[config.mk]
export PLATFORM = sky130hd
export DESIGN_NAME = wb_burst_reader_flat
export DESIGN_NICKNAME = d
export VERILOG_FILES = /design/src/rtl/wb_reader_pkg.sv /design/src/rtl/wshb_if.sv /design/src/rtl/wb_reader_fifo.sv /design/src/rtl/wb_burst_reader.sv /design/src/flat_wrapper.sv
export SDC_FILE = /design/constraint.sdc
export NUM_CORES = 1
export LEC_CHECK = 0
export ABC_AREA = 1
export ABC_CLOCK_PERIOD_IN_PS = 8800
export BUFFER_PORTS_ARGS = -buffer_cell sky130_fd_sc_hd__clkbuf_2
export CAP_MARGIN = 15
export CORE_MARGIN = 2
export CORE_UTILIZATION = 45
export CTS_CLUSTER_DIAMETER = 120
export DETAILED_ROUTE_END_ITERATION = 7
export PLACE_DENSITY = 0.67
export RECOVER_POWER = 25
export SYNTH_ARGS = -nofsm -noshare
export SYNTH_HDL_FRONTEND = slang
export SYNTH_SLANG_ARGS = --single-unit
[constraint.sdc]
create_clock -name clk -period 8.8 [get_ports clk]
set_input_delay 1.76 -clock clk [delete_from_list [all_inputs] [get_ports clk]]
set_output_delay 1.76 -clock clk [all_outputs]
set_load 0.05 [all_outputs]
[src/rtl/wb_reader_pkg.sv]
// Shared types and bus encodings for the Wishbone burst reader.
package wb_reader_pkg;

  typedef enum logic [1:0] {
    IDLE,
    WAIT_SPACE,
    BURST
  } state_t;

  localparam logic [2:0] CTI_CLASSIC = 3'b000;
  localparam logic [2:0] CTI_INC     = 3'b010;
  localparam logic [2:0] CTI_EOB     = 3'b111;
  localparam logic [1:0] BTE_LINEAR  = 2'b00;

  function automatic bit is_pow2(input int v);
    return (v > 0) && ((v & (v - 1)) == 0);
  endfunction

endpackage

[src/rtl/wshb_if.sv]
// Wishbone B4 signal bundle between the burst reader (master) and its memory slave.
interface wshb_if (
  input logic clk,
  input logic rst
);
  logic [31:0] adr;
  logic [31:0] dat_ms;
  logic [31:0] dat_sm;
  logic        cyc;
  logic        stb;
  logic        we;
  logic        ack;
  logic [3:0]  sel;
  logic [2:0]  cti;
  logic [1:0]  bte;

  modport master (
    input  clk, rst, ack, dat_sm,
    output adr, dat_ms, cyc, stb, we, sel, cti, bte
  );

  modport slave (
    input  clk, rst, adr, dat_ms, cyc, stb, we, sel, cti, bte,
    output ack, dat_sm
  );
endinterface

[src/rtl/wb_reader_fifo.sv]
// Circular FIFO between the Wishbone read path and the stream port.
// Pointers wrap naturally, so DEPTH must be a power of two; pop on empty is ignored.
module wb_reader_fifo #(
  parameter int WIDTH = 32,
  parameter int DEPTH = 16
) (
  input  logic                       clk,
  input  logic                       rst,
  input  logic                       push,
  input  logic [WIDTH-1:0]           din,
  input  logic                       pop,
  output logic [WIDTH-1:0]           dout,
  output logic                       empty,
  output logic                       full,
  output logic [$clog2(DEPTH+1)-1:0] count
);
  localparam int AW = $clog2(DEPTH);
  localparam int CW = $clog2(DEPTH + 1);

  logic [WIDTH-1:0] r_mem [DEPTH];
  logic [AW-1:0]    r_wr_ptr;
  logic [AW-1:0]    r_rd_ptr;
  logic [CW-1:0]    r_count;
  logic             w_pop;

  assign w_pop = pop && (r_count != '0);

  // NOTE: state registers use non-blocking assignments so every flop samples pre-edge values.
  always_ff @(posedge clk or posedge rst) begin
    if (rst) begin
      r_wr_ptr <= '0;
      r_rd_ptr <= '0;
      r_count  <= '0;
    end else begin
      if (push)  r_wr_ptr <= r_wr_ptr + 1'b1;
      if (w_pop) r_rd_ptr <= r_rd_ptr + 1'b1;
      case ({push, w_pop})
        2'b10:   r_count <= r_count + 1'b1;
        2'b01:   r_count <= r_count - 1'b1;
        default: ;
      endcase
    end
  end

  // NOTE: storage has no reset; the pointers and count alone decide which entries are valid.
  always_ff @(posedge clk) begin
    if (push) r_mem[r_wr_ptr] <= din;
  end

  assign dout  = r_mem[r_rd_ptr];
  assign empty = (r_count == '0);
  assign full  = (r_count == CW'(DEPTH));
  assign count = r_count;

endmodule

[src/rtl/wb_burst_reader.sv]
// Wishbone master streaming NB_WORDS words via incrementing bursts into a FIFO-backed stream port.
// Define WB_READER_LOOP_EN to restart the pass forever (continuous frame refresh).
module wb_burst_reader #(
  parameter logic [31:0] BASE_ADDR  = 32'h0,
  parameter int          NB_WORDS   = 2048,
  parameter int          BURST_LEN  = 8,
  parameter int          FIFO_DEPTH = 16
) (
  wshb_if.master      wb_m,
  input  logic        start,
  output logic        busy,
  output logic        done,
  output logic [31:0] dout,
  output logic        dout_valid,
  input  logic        dout_ready
);
  import wb_reader_pkg::*;

  localparam int WCW = $clog2(NB_WORDS + 1);
  localparam int BCW = $clog2(BURST_LEN);
  localparam int FCW = $clog2(FIFO_DEPTH + 1);
  localparam int FW  = FCW + 1;

  if (NB_WORDS % BURST_LEN != 0) begin : g_bad_nb_words
    $error("NB_WORDS must be a multiple of BURST_LEN");
  end
  if (BURST_LEN < 2) begin : g_bad_burst_len
    $error("BURST_LEN must be at least 2");
  end
  if (!is_pow2(FIFO_DEPTH) || FIFO_DEPTH < BURST_LEN) begin : g_bad_fifo_depth
    $error("FIFO_DEPTH must be a power of two and >= BURST_LEN");
  end
  if (BASE_ADDR[1:0] != 2'b00) begin : g_bad_base_addr
    $error("BASE_ADDR must be 4-byte aligned");
  end

  state_t           r_state;
  logic [31:0]      r_adr;
  logic [WCW-1:0]   r_word;
  logic [BCW-1:0]   r_beat;
  logic [2:0]       r_cti;
  logic             r_cyc;
  logic             r_stb;
  logic             r_busy;
  logic             r_done;

  logic             w_push;
  logic             w_pop;
  logic             w_empty;
  logic             w_full;
  logic [FCW-1:0]   w_count;
  logic [FW-1:0]    w_free;
  logic             w_last_beat;
  logic             w_last_word;

  assign w_push      = r_stb && wb_m.ack;
  assign w_pop       = !w_empty && dout_ready;
  // Space freed by this cycle's pop counts, so a draining consumer never costs an extra cycle.
  assign w_free      = FW'(FIFO_DEPTH) - {1'b0, w_count} + {{FCW{1'b0}}, w_pop};
  assign w_last_beat = (r_beat == BCW'(BURST_LEN - 1));
  assign w_last_word = (r_word == WCW'(NB_WORDS - 1));

  always_ff @(posedge wb_m.clk or posedge wb_m.rst) begin
    if (wb_m.rst) begin
      r_state <= IDLE;
      r_adr   <= BASE_ADDR;
      r_word  <= '0;
      r_beat  <= '0;
      r_cti   <= CTI_CLASSIC;
      r_cyc   <= 1'b0;
      r_stb   <= 1'b0;
      r_busy  <= 1'b0;
      r_done  <= 1'b0;
    end else begin
      r_done <= 1'b0;
      case (r_state)
        IDLE: begin
          if (start) begin
            r_state <= WAIT_SPACE;
            r_busy  <= 1'b1;
            r_word  <= '0;
            r_adr   <= BASE_ADDR;
          end
        end
        WAIT_SPACE: begin
          if (w_free >= FW'(BURST_LEN)) begin
            r_state <= BURST;
            r_cyc   <= 1'b1;
            r_stb   <= 1'b1;
            r_cti   <= CTI_INC;
            r_beat  <= '0;
          end
        end
        BURST: begin
          if (w_push) begin
            r_adr  <= r_adr + 32'd4;
            r_word <= r_word + 1'b1;
            r_beat <= r_beat + 1'b1;
            if (r_beat == BCW'(BURST_LEN - 2)) r_cti <= CTI_EOB;
            if (w_last_beat) begin
              r_cyc   <= 1'b0;
              r_stb   <= 1'b0;
              r_cti   <= CTI_CLASSIC;
              r_state <= WAIT_SPACE;
              if (w_last_word) begin
                r_done <= 1'b1;
`ifdef WB_READER_LOOP_EN
                r_word <= '0;
                r_adr  <= BASE_ADDR;
`else
                r_state <= IDLE;
                r_busy  <= 1'b0;
`endif
              end
            end
          end
        end
        default: r_state <= IDLE;
      endcase
    end
  end

  wb_reader_fifo #(
    .WIDTH (32),
    .DEPTH (FIFO_DEPTH)
  ) u_fifo (
    .clk   (wb_m.clk),
    .rst   (wb_m.rst),
    .push  (w_push),
    .din   (wb_m.dat_sm),
    .pop   (w_pop),
    .dout  (dout),
    .empty (w_empty),
    .full  (w_full),
    .count (w_count)
  );

  a_no_overflow : assert property (@(posedge wb_m.clk) disable iff (wb_m.rst) !(w_push && w_full));

  assign wb_m.adr    = r_adr;
  assign wb_m.cyc    = r_cyc;
  assign wb_m.stb    = r_stb;
  assign wb_m.cti    = r_cti;
  assign wb_m.we     = 1'b0;
  assign wb_m.sel    = 4'hF;
  assign wb_m.bte    = BTE_LINEAR;
  assign wb_m.dat_ms = '0;

  assign busy       = r_busy;
  assign done       = r_done;
  assign dout_valid = !w_empty;

endmodule

[src/flat_wrapper.sv]
// flat-port wrapper written by rule: the top's interface ports become plain ports
module wb_burst_reader_flat import wb_reader_pkg::*;
#(
  parameter logic [31:0] BASE_ADDR  = 32'h0,
  parameter int          NB_WORDS   = 2048,
  parameter int          BURST_LEN  = 8,
  parameter int          FIFO_DEPTH = 16
)
  (start, busy, done, dout, dout_valid, dout_ready, clk, rst, wb_m_ack, wb_m_dat_sm, wb_m_adr, wb_m_dat_ms, wb_m_cyc, wb_m_stb, wb_m_we, wb_m_sel, wb_m_cti, wb_m_bte);
  wshb_if wb_m_i (.clk(clk), .rst(rst));
  input  logic start;
  output logic busy;
  output logic done;
  output logic [31:0] dout;
  output logic dout_valid;
  input  logic dout_ready;
  input wire logic clk;
  input wire logic rst;
  input wire logic [$bits(wb_m_i.ack)-1:0] wb_m_ack;
  input wire logic [$bits(wb_m_i.dat_sm)-1:0] wb_m_dat_sm;
  output wire logic [$bits(wb_m_i.adr)-1:0] wb_m_adr;
  output wire logic [$bits(wb_m_i.dat_ms)-1:0] wb_m_dat_ms;
  output wire logic [$bits(wb_m_i.cyc)-1:0] wb_m_cyc;
  output wire logic [$bits(wb_m_i.stb)-1:0] wb_m_stb;
  output wire logic [$bits(wb_m_i.we)-1:0] wb_m_we;
  output wire logic [$bits(wb_m_i.sel)-1:0] wb_m_sel;
  output wire logic [$bits(wb_m_i.cti)-1:0] wb_m_cti;
  output wire logic [$bits(wb_m_i.bte)-1:0] wb_m_bte;
  assign wb_m_i.ack = wb_m_ack;
  assign wb_m_i.dat_sm = wb_m_dat_sm;
  assign wb_m_adr = wb_m_i.adr;
  assign wb_m_dat_ms = wb_m_i.dat_ms;
  assign wb_m_cyc = wb_m_i.cyc;
  assign wb_m_stb = wb_m_i.stb;
  assign wb_m_we = wb_m_i.we;
  assign wb_m_sel = wb_m_i.sel;
  assign wb_m_cti = wb_m_i.cti;
  assign wb_m_bte = wb_m_i.bte;
  wb_burst_reader #(.BASE_ADDR(BASE_ADDR), .NB_WORDS(NB_WORDS), .BURST_LEN(BURST_LEN), .FIFO_DEPTH(FIFO_DEPTH)) u_core (.wb_m(wb_m_i), .start(start), .busy(busy), .done(done), .dout(dout), .dout_valid(dout_valid), .dout_ready(dout_ready));
endmodule
==> results.md <==
* Top Family by Delay on Critical Path: buffers and inverters
* Vias in the first global route at 15,200
* CTS buffer count at between 50 and 60
* End point of the critical path: dout[31]
* DIE AREA at 0.0576 mm²
* Reg2reg start: u_core.u_fifo.count[1]
* CTS tree: built
* Layout cells sized above 1 at 0.101
* Fmax at 205 MHz
* GRT Resource Usage Total at 0.194
* Starting DRT DRC Count at between 1,500 and 2,000
* Number of flops mapped to enable cells by yosys at 512
* Worst Skew at 0.0517 ns
* Row cnt at 86
* WL/cell at 18.2 µm
* Cells after Synth at 2,218
* Antenna Nets Post-Route at 0
* Worst R2R End: u_core.u_fifo.count[4]
* Max H-tree Level at 2
* Clock transition at the registers of the reported paths at 0.06 ns
* Total number of vias at 16,200
* Placement Cell Area at 0.0261 mm²
* Distinct cell type count after synthesis at 38
* Buf/Inv on CP at 2
* Pwr dens at 288 mW/mm²
* Via density at 5.26
* Worst path depth at 6
* Detailed Route WL at 56,100 µm
* CP startpoint: u_core.u_fifo.r_rd_ptr[1]
* Critical Path Most Common Cell: nand3_1
* Peak supply drop at 0.000335 V
* CP Class: register to output pin
* Final Slew Violations at 0
* Final Hold Viols at 0
* CORE AREA at about 0.055 mm²
* Clk buf depth at 3
* IO Pins at ~150
* Setup TNS at 0 ns
* Critical path arrival at 3.12 ns
* Nets at 2,338
* Final global-route overflow total at 0
* Flop2flop setup slack at about 6.2 ns
* Clock Latency Late Sink at between 0.6 and 0.7 ns
* Critical Path Fanout Max at 259
* Final setup fails at 0
* Largest net degree at the start of global routing at 298
* Flops & latches, synth at 577
* Slowest CP cell: buf_12
* Final Cycle Share at 0.555
* Root buffer cell: clkbuf_16
* RSZ-0062 raised after global routing: false
* Final WS setup at 3.92 ns
* Synth Warn # at 0
* Post-DP HPWL at slightly below 30,000 µm
* Chip Width at between 200 and 250 µm
* Setup Buffers After CTS at 0
* Predominant post-synthesis flop cell: edfxtp_1
* Detailed-route DRC error count at 0
* Fraction of registers with async set/reset at 0.113
* Mapped Avg Cell Area at 11.3 µm²
* Max Cap Violations at 0
* Worst Tran Pin Value at 1.46 ns
* FILL cells at 4,852
* Syn-to-layout area delta at 11.1%
* Worst Path Required at 7.04 ns
* Post_cts resized at 0
* Max-slew headroom at 0.0256
* Hold WC Path Type: register to register
* Outcome: complete, no violations
* Static Leakage at 10.6 nW
* Buffers on Ports at 106
* Final Cell Area at 0.0279 mm²
* Critical path's largest stage delay at 0.66 ns
* First-pass GRT wire length at 85,900 µm
* Mapped Area at 0.0251 mm²
* Worst-path cell chain: buf_12 > o211ai_1 > nand3_1 > nand3_1 > nand2_1 > clkbuf_2
* Placer Congestion at just under 0.9
* Antenna violations before repair at 2
* Post-layout minimum cycle time at around 4.9 ns
* CP endpoint kind: output pin
* Worst Setup Start Kind: register
* First-pass iteration count of the detailed router at 5
* Place WS at 4.51 ns
* Post-synthesis sequential area ratio at 0.678
* Clock sink count at about 580
* Hold-fix buffers, CTS at 0
* Die H at between 200 and 250 µm
* Starting Density at 0.455
* Worst reg2reg path depth at 11
## flip-flops by register name (all words and copies together) (netlist names)
| signal | count |
|---|---|
| u_core.busy | 1 |
| u_core.done | 1 |
| u_core.r_beat | 3 |
| u_core.r_state | 2 |
| u_core.r_word | 12 |
| u_core.u_fifo.count | 5 |
| u_core.u_fifo.r_mem | 512 |
| u_core.u_fifo.r_rd_ptr | 4 |
| u_core.u_fifo.r_wr_ptr | 4 |
| u_core.wb_m.adr | 30 |
| u_core.wb_m.cti | 2 |
| u_core.wb_m.stb | 1 |
## where the power goes
part | switching [mW] | internal (mW)
logic | 1.92 | 0.678
registers | 0.0673 | 3.01
clock network | 1.02 | 1.32
total | 3.01 | 5.00
## worst min-delay path by stage
stage,startpoint,endpoint,slack [ns],depth (start not counted)
2_1_floorplan,u_core.r_beat[2],u_core.r_beat[2],0.50,2
3_3_place_gp,u_core.busy,u_core.busy,0.49,2
3_5_place_dp,u_core.busy,u_core.busy,0.49,2
4_1_cts,u_core.busy,u_core.busy,0.50,2
5_1_grt,u_core.busy,u_core.busy,0.55,2
6_report,u_core.busy,u_core.busy,0.50,2
## per-layer routing
layer | wire length, µm | up-vias | track usage
met5 | 14 | - | 0
met4 | 1170 | 2 | 0.0540
met3 | 3170 | 85 | 0.0303
met2 | 26900 | 461 | 0.316
met1 | 24800 | 7894 | 0.272
li1 | - | 7741 | -
## layout make-up
cell class / instances / area, µm² / area share
well taps: 748 / 936 / 0.0336
multi-input cells: 1200 / 6180 / 0.222
diodes: 1 / 2.50 / 0.0000898
repair buffers: 128 / 708 / 0.0254
clock buffers: 67 / 1470 / 0.0529
inverters: 320 / 1200 / 0.0431
flip-flops and latches: 577 / 17000 / 0.611
clock inverters: 36 / 337 / 0.0121
## worst min-delay path: cells and delay by family (launching register included)
kind,cells,cell delay (ns)
flip-flops,1,0.34
AO/OA/AOI/OAI,1,0.08
AND/OR/NAND/NOR,1,0.06
## placed cells by master, fill, tap and decap left out, types with 2 or more instances in the layout
master and instances:
clkinvlp_4 2, clkinv_2 13, nand3_1 236, o21ai_1 4, dfrtp_4 2, dfrtp_2 2
xor2_1 8, a21oi_1 147, nand4_1 22, inv_2 6, nand2_1 307, bufinv_16 4
nor3_2 3, dfrtp_1 61, ha_1 16, o211ai_1 129, nor3_1 7, o21ai_0 153
and2_1 3, nor2_4 19, conb_1 41, o21bai_1 4, inv_1 314, clkinv_1 12
buf_4 19, xnor2_1 2, nand2_2 3, clkinv_16 2, nor2_2 5, edfxtp_1 512
clkbuf_1 29, a31oi_1 2, clkbuf_16 57, clkbuf_2 86, buf_12 3, nor2_1 81
## per-stage QoR
| step | utilization | power [mW] | cells | hold WS (ns) |
|---|---|---|---|---|
| floorplan | - | 5.19 | 2257 | 0.497 |
| global placement | 0.473 | 5.70 | 2973 | 0.487 |
| detailed placement | 0.473 | 5.74 | 2973 | 0.489 |
| CTS | 0.506 | 8.08 | 3076 | 0.505 |
| global route | 0.506 | 8.44 | 3077 | 0.548 |
| finish | 0.506 | 8.02 | 3077 | 0.504 |
## cells in the mapped netlist (4+ instances only)
cell type  number  area (µm²)
xor2_1          8        70.1
edfxtp_1      512       15400
buf_4          47         353
clkbuf_1       41         154
o21ai_0       153         766
dfrtp_1        65        1630
nand3_1       236        1180
nor3_1          9        45.0
nor2_2          5        31.3
nor2_4          5        56.3
nand2_1       307        1150
buf_6          14         158
o211ai_1      129         968
o21bai_1        4        30.0
nor2_1         95         357
inv_1         316        1190
nand4_1        22         138
ha_1           16         200
a21oi_1       147         736
buf_1           8        30.0
o21ai_1         4        20.0
buf_2          50         250
## kinds of logic after synthesis
logic type / after synthesis / synth area share
buffers and inverters: 480 / 0.0856
flip-flops: 577 / 0.678
XOR/XNOR: 10 / 0.00349
AO/OA/AOI/OAI: 442 / 0.102
AND/OR/NAND/NOR: 690 / 0.121
other: 2 / 0.000300
adder cells (fa/ha/maj): 17 / 0.00878
Note: power is estimated with default switching activity, not from simulation.
